### src/rtl/four_input_xor_gate_a_if.sv
// Bus bundle for four_input_xor_gate_a: input nibble a..d plus the parity,
// edge-pulse and odd-cycle counter outputs.
interface four_input_xor_gate_a_if #(
    parameter int CNT_W = 16
);
    logic             a;
    logic             b;
    logic             c;
    logic             d;
    logic             e;
    logic             e_q;
    logic             e_rise;
    logic             e_fall;
    logic [CNT_W-1:0] odd_cnt;
    logic             odd_cnt_sat;

    modport master (
        output a, b, c, d,
        input  e, e_q, e_rise, e_fall, odd_cnt, odd_cnt_sat
    );

    modport slave (
        input  a, b, c, d,
        output e, e_q, e_rise, e_fall, odd_cnt, odd_cnt_sat
    );
endinterface

### src/rtl/four_input_xor_gate_a.sv
// Four-input odd-parity gate with registered parity, edge pulses and a saturating
// odd-cycle counter; the counter exists only when FOUR_INPUT_XOR_GATE_A_CNT_EN is defined.
module four_input_xor_gate_a #(
    parameter int CNT_W = 16
) (
    input  logic                      clk,
    input  logic                      rst,
    four_input_xor_gate_a_if.slave    bus
);
    logic parity;

    logic e_q_q,    e_q_d;
    logic e_prev_q, e_prev_d;
    logic e_rise_q, e_rise_d;
    logic e_fall_q, e_fall_d;

    // Pure XOR tree; reset never touches it.
    assign parity = bus.a ^ bus.b ^ bus.c ^ bus.d;
    assign bus.e  = parity;

    // e_prev_q holds e_q from one edge earlier, so the pulses land the cycle after e_q moves.
    always_comb begin
        // NOTE: every always_comb output gets a default first so no path can infer a latch.
        e_q_d    = parity;
        e_prev_d = e_q_q;
        e_rise_d = e_q_q & ~e_prev_q;
        e_fall_d = ~e_q_q & e_prev_q;
    end

    always_ff @(posedge clk) begin
        // NOTE: sequential state uses non-blocking assignment so all flops update from pre-edge values.
        if (rst) begin
            e_q_q    <= 1'b0;
            e_prev_q <= 1'b0;
            e_rise_q <= 1'b0;
            e_fall_q <= 1'b0;
        end else begin
            e_q_q    <= e_q_d;
            e_prev_q <= e_prev_d;
            e_rise_q <= e_rise_d;
            e_fall_q <= e_fall_d;
        end
    end

    assign bus.e_q    = e_q_q;
    assign bus.e_rise = e_rise_q;
    assign bus.e_fall = e_fall_q;

`ifdef FOUR_INPUT_XOR_GATE_A_CNT_EN
    localparam logic [CNT_W-1:0] CNT_MAX = {CNT_W{1'b1}};

    logic [CNT_W-1:0] odd_cnt_q, odd_cnt_d;

    // Saturate rather than wrap at all-ones.
    always_comb begin
        odd_cnt_d = odd_cnt_q;
        if (parity && (odd_cnt_q != CNT_MAX)) begin
            odd_cnt_d = odd_cnt_q + 1'b1;
        end
    end

    always_ff @(posedge clk) begin
        if (rst) begin
            odd_cnt_q <= {CNT_W{1'b0}};
        end else begin
            odd_cnt_q <= odd_cnt_d;
        end
    end

    assign bus.odd_cnt     = odd_cnt_q;
    assign bus.odd_cnt_sat = (odd_cnt_q == CNT_MAX);
`else
    assign bus.odd_cnt     = {CNT_W{1'b0}};
    assign bus.odd_cnt_sat = 1'b0;
`endif

endmodule

### src/flat_wrapper.sv
// flat-port wrapper written by rule: the top's interface ports become plain ports
module four_input_xor_gate_a_flat 
#(
    parameter int CNT_W = 16
)
  (clk, rst, bus_a, bus_b, bus_c, bus_d, bus_e, bus_e_q, bus_e_rise, bus_e_fall, bus_odd_cnt, bus_odd_cnt_sat);
  four_input_xor_gate_a_if #(.CNT_W(CNT_W)) bus_i ();
  input  logic clk;
  input  logic rst;
  input wire logic [$bits(bus_i.a)-1:0] bus_a;
  input wire logic [$bits(bus_i.b)-1:0] bus_b;
  input wire logic [$bits(bus_i.c)-1:0] bus_c;
  input wire logic [$bits(bus_i.d)-1:0] bus_d;
  output wire logic [$bits(bus_i.e)-1:0] bus_e;
  output wire logic [$bits(bus_i.e_q)-1:0] bus_e_q;
  output wire logic [$bits(bus_i.e_rise)-1:0] bus_e_rise;
  output wire logic [$bits(bus_i.e_fall)-1:0] bus_e_fall;
  output wire logic [$bits(bus_i.odd_cnt)-1:0] bus_odd_cnt;
  output wire logic [$bits(bus_i.odd_cnt_sat)-1:0] bus_odd_cnt_sat;
  assign bus_i.a = bus_a;
  assign bus_i.b = bus_b;
  assign bus_i.c = bus_c;
  assign bus_i.d = bus_d;
  assign bus_e = bus_i.e;
  assign bus_e_q = bus_i.e_q;
  assign bus_e_rise = bus_i.e_rise;
  assign bus_e_fall = bus_i.e_fall;
  assign bus_odd_cnt = bus_i.odd_cnt;
  assign bus_odd_cnt_sat = bus_i.odd_cnt_sat;
  four_input_xor_gate_a #(.CNT_W(CNT_W)) u_core (.clk(clk), .rst(rst), .bus(bus_i));
endmodule
### config.mk
export PLATFORM = sky130hd
export DESIGN_NAME = four_input_xor_gate_a_flat
export DESIGN_NICKNAME = d
export VERILOG_FILES = /design/src/rtl/four_input_xor_gate_a_if.sv /design/src/rtl/four_input_xor_gate_a.sv /design/src/flat_wrapper.sv
export SDC_FILE = /design/constraint.sdc
export NUM_CORES = 1
export LEC_CHECK = 0
export BUFFER_PORTS_ARGS = -buffer_cell sky130_fd_sc_hd__buf_2
export CAP_MARGIN = 40
export CORE_AREA = 4 4 41 43
export CTS_BUF_LIST = sky130_fd_sc_hd__clkbuf_8 sky130_fd_sc_hd__clkbuf_16
export CTS_CLUSTER_SIZE = 10
export DETAILED_ROUTE_END_ITERATION = 10
export DIE_AREA = 0 0 45 47
export PLACE_DENSITY = 0.52
export SYNTH_ARGS = -nofsm -noshare
export SYNTH_HDL_FRONTEND = slang
export SYNTH_SLANG_ARGS = --single-unit
export TNS_END_PERCENT = 20
### constraint.sdc
create_clock -name clk -period 1.5 [get_ports clk]
set_input_delay 0.225 -clock clk [delete_from_list [all_inputs] [get_ports clk]]
set_output_delay 0.225 -clock clk [all_outputs]
set_load 0.01 [all_outputs]
Yosys cells after proc, flatten, opt, wreduce, memory -nomap -nowiden
Cells that the tools add are included.
{"block": "word_totals", "register_bits": 4, "wordCells": 11, "input_bits": 6, "output_inout_bits": 21}
{"block": "op_classes", "bitwise_logic": 7}
{"operator": "1-bit bitwise XOR", "n": 3}
{"operator": "1-bit AND", "n": 2}
{"operator": "1-bit inverter", "n": 2}

Longest topological paths before layout
{"block": "logic_depth", "depth_word": 3, "depth_mapped": 3, "depth_no_buf": 3}

Worst setup path before layout
OpenSTA, ideal clock, no wires.
{"block": "synth_path", "path_type": "input port to output port", "startpoint": "input bus_b", "endpoint": "output bus_e", "cell_stages": 2, "slack_ps": 627, "required_time_ps": 1275, "t_arrival_ps": 648, "n_path_buf": 0, "cell_sequence": "xor2_1 xnor2_1"}
{"block": "synth_via", "elab_chain_cells": 3}
{"item": "start: declaration", "line": "flat_wrapper.sv:11", "rtl": "input wire logic [$bits(bus_i.b)-1:0] bus_b;"}
{"item": "1-bit bitwise XOR (3 in series)", "line": "four_input_xor_gate_a.sv:18", "rtl": "assign parity = bus.a ^ bus.b ^ bus.c ^ bus.d;"}
{"item": "end: declaration", "line": "flat_wrapper.sv:14", "rtl": "output wire logic [$bits(bus_i.e)-1:0] bus_e;"}
No other way between the ends.

Worst setup path after layout
Ends and elaborated chain as after synthesis.

==> flow_summary.json <==
{
  "run_status": "finished clean",
  "unrepaired_setup_endpoints_after_global_routing": "false",
  "clockBufferDepth": 2,
  "synth_seq_area_share_pct": 30.3,
  "start_util_pct": 20.3,
  "antenna_cells_inserted": 0,
  "max_cap_viol_count": 0,
  "post_cts_buffers": 0,
  "routed_via_density": 2.75,
  "routed_wirelength_microns": 367,
  "power-per-cell-area_nw_per_um2": 1340,
  "route.detailed.drc": 0,
  "ios": 27,
  "minimum_clock_period_ns": 1.04,
  "initial_antenna_violation_count": 0,
  "synth_area_leaders": "sky130_fd_sc_hd__buf_4 48%, sky130_fd_sc_hd__dfxtp_1 30%, sky130_fd_sc_hd__nor2b_1 7.1%",
  "area_delta_synth_final_pct": 14.2,
  "data_arrival_time_of_the_critical_path_ns": 0.81,
  "mappedNetlistArea_sq_um": 264,
  "cts-buffers-inserted": 3,
  "criticalPathCategory": "input pin to output port",
  "globalRouteOverflowTotal": 0,
  "worst_skew_pair.late_latency_ns": 0.21,
  "worst_vdd_ir_v": 0.000496,
  "floorplan.die.height_microns": 47,
  "floorplan.die_area_sq_um": 2120,
  "final_layout_size_suffix_gt1_share_pct": 30.0,
  "detail_route.first_pass.iterations": 1,
  "overall_die_width_microns": 45,
  "critical_path.max_fanout": 2,
  "avg_inst_size_synth_sq_um": 9.10,
  "post-synth-top-area-fraction_pct": 48.3,
  "startpoint_type": "input pin",
  "syn-instance-count": 29,
  "ctsRootBufferMaster": "sky130_fd_sc_hd__clkbuf_8",
  "dpl.hpwl_microns": 312,
  "nNetsFinal": 48,
  "detail_route.wl_per_cell_microns": 6.67,
  "synth-seq-cells": 4,
  "hold_violations": 0,
  "grt_pass1_vias": 106,
  "synthesis.yosys.warnings": 0,
  "dr_total_vias": 151,
  "cts_repair_resize_count": 0,
  "detail-route-antenna-nets": 0,
  "critPathCaptureType": "output port",
  "slew_limit_fails": 0,
  "fp-row-count": 13,
  "max_freq_mhz": 964,
  "postCtsHoldBufs": 0,
  "tritoncts_sinks": 4,
  "whs_ns": 0.212,
  "clock_tree_from_tritoncts": "built",
  "portBuffers": 9,
  "setup-tns-final_ns": 0,
  "grt_max_degree": 4,
  "detailedRoute.firstIterationViolations": 0,
  "data_required_time_of_the_critical_path_ns": 1.27,
  "worst_setup_hold_path_clk_slew_ns": 0.03,
  "design.core.area_sq_um": 1300,
  "first_pass_grt_wire_length_microns": 441,
  "cts_max_level": 1,
  "post_synth_num_cell_types": 7,
  "final.period_utilization_pct": 69.2,
  "clock_skew_ns": 0.000764,
  "min-delay-path-class": "input pin to register",
  "grt_util_all_layers_pct": 3.55,
  "netlist.top_cell.by_area": "sky130_fd_sc_hd__buf_4",
  "post-route-util_pct": 23.2,
  "setup_violations": 0,
  "power_leakage_nw": 0.166,
  "gp_congestion": 0.642,
  "layout.filler_cells": 157
}
## cell type report
class	instances	area, sq um	share of cell area, %
Clock buffer	3	41.3	13.7
Multi-Input combinational cell	24	116	38.6
Sequential cell	4	80.1	26.6
Tap cell	15	18.8	6.22
Timing Repair Buffer	9	45.0	14.9
## final timing paths
path	slack [ns]	end	cells past startpoint	from
worst min-delay path	0.21	u_core.bus.e_q	2	rst
worst min register to register	0.40	u_core.bus.e_rise	1	u_core.e_prev_q
worst max-delay path	0.46	bus_e	4	bus_b
worst max register to register	0.84	u_core.bus.e_rise	2	u_core.bus.e_q
## critical path, cell delays in order
cell and delay, ns:
sky130_fd_sc_hd__buf_2 0.10, sky130_fd_sc_hd__xor2_1 0.16, sky130_fd_sc_hd__xnor2_1 0.17, sky130_fd_sc_hd__buf_2 0.16
## sequential cells by signal, indices dropped and copies added (netlist names)
signal,flops
u_core.bus.e_fall,1
u_core.e_prev_q,1
u_core.bus.e_rise,1
u_core.bus.e_q,1
## layer usage
layer	vias to the layer above	GRT usage (%)	wire length, microns
met5	-	0	0
met2	17	3.11	113
met3	2	5.75	101
li1	76	-	-
met1	56	3.64	149
met4	0	1.75	3
## where the power goes
| group | internal, mW | leakage (nW) | switching (mW) |
|---|---|---|---|
| logic | 0.0241 | 0.112 | 0.0397 |
| clock network | 0.171 | 0.0216 | 0.0494 |
| registers | 0.116 | 0.0329 | 0.00357 |
| total | 0.311 | 0.166 | 0.0926 |
## kinds of logic after synthesis
family / Yosys count / share of synthesized area (%)
flip-flops: 4 / 30.3
AND/OR/NAND/NOR: 4 / 9.95
other: 1 / 1.42
XOR/XNOR: 3 / 9.95
buffers and inverters: 17 / 48.3
## layout by cell type, fill, tap and decap left out
cell / n
sky130_fd_sc_hd__conb_1: 17
sky130_fd_sc_hd__buf_2: 9
sky130_fd_sc_hd__dfxtp_1: 4
sky130_fd_sc_hd__nor2b_1: 3
sky130_fd_sc_hd__clkbuf_8: 3
sky130_fd_sc_hd__xnor2_1: 2
sky130_fd_sc_hd__xor2_1: 1
sky130_fd_sc_hd__nor3b_1: 1
## synthesized netlist by cell type (all sizes together)
cell	number
xor2	1
buf	17
dfxtp	4
conb	1
nor2b	3
nor3b	1
xnor2	2
## through the flow
step	std cells	worst slack (ns)	cell area, sq um	power [mW]
2_1_floorplan	45	0.627	324	0.196
3_3_place_gp	52	0.461	260	0.184
3_5_place_dp	52	0.462	260	0.185
4_1_cts	55	0.456	302	0.413
5_1_grt	55	0.400	302	0.438
6_report	55	0.462	302	0.404
No activity file was read; power rests on OpenSTA's default activity.
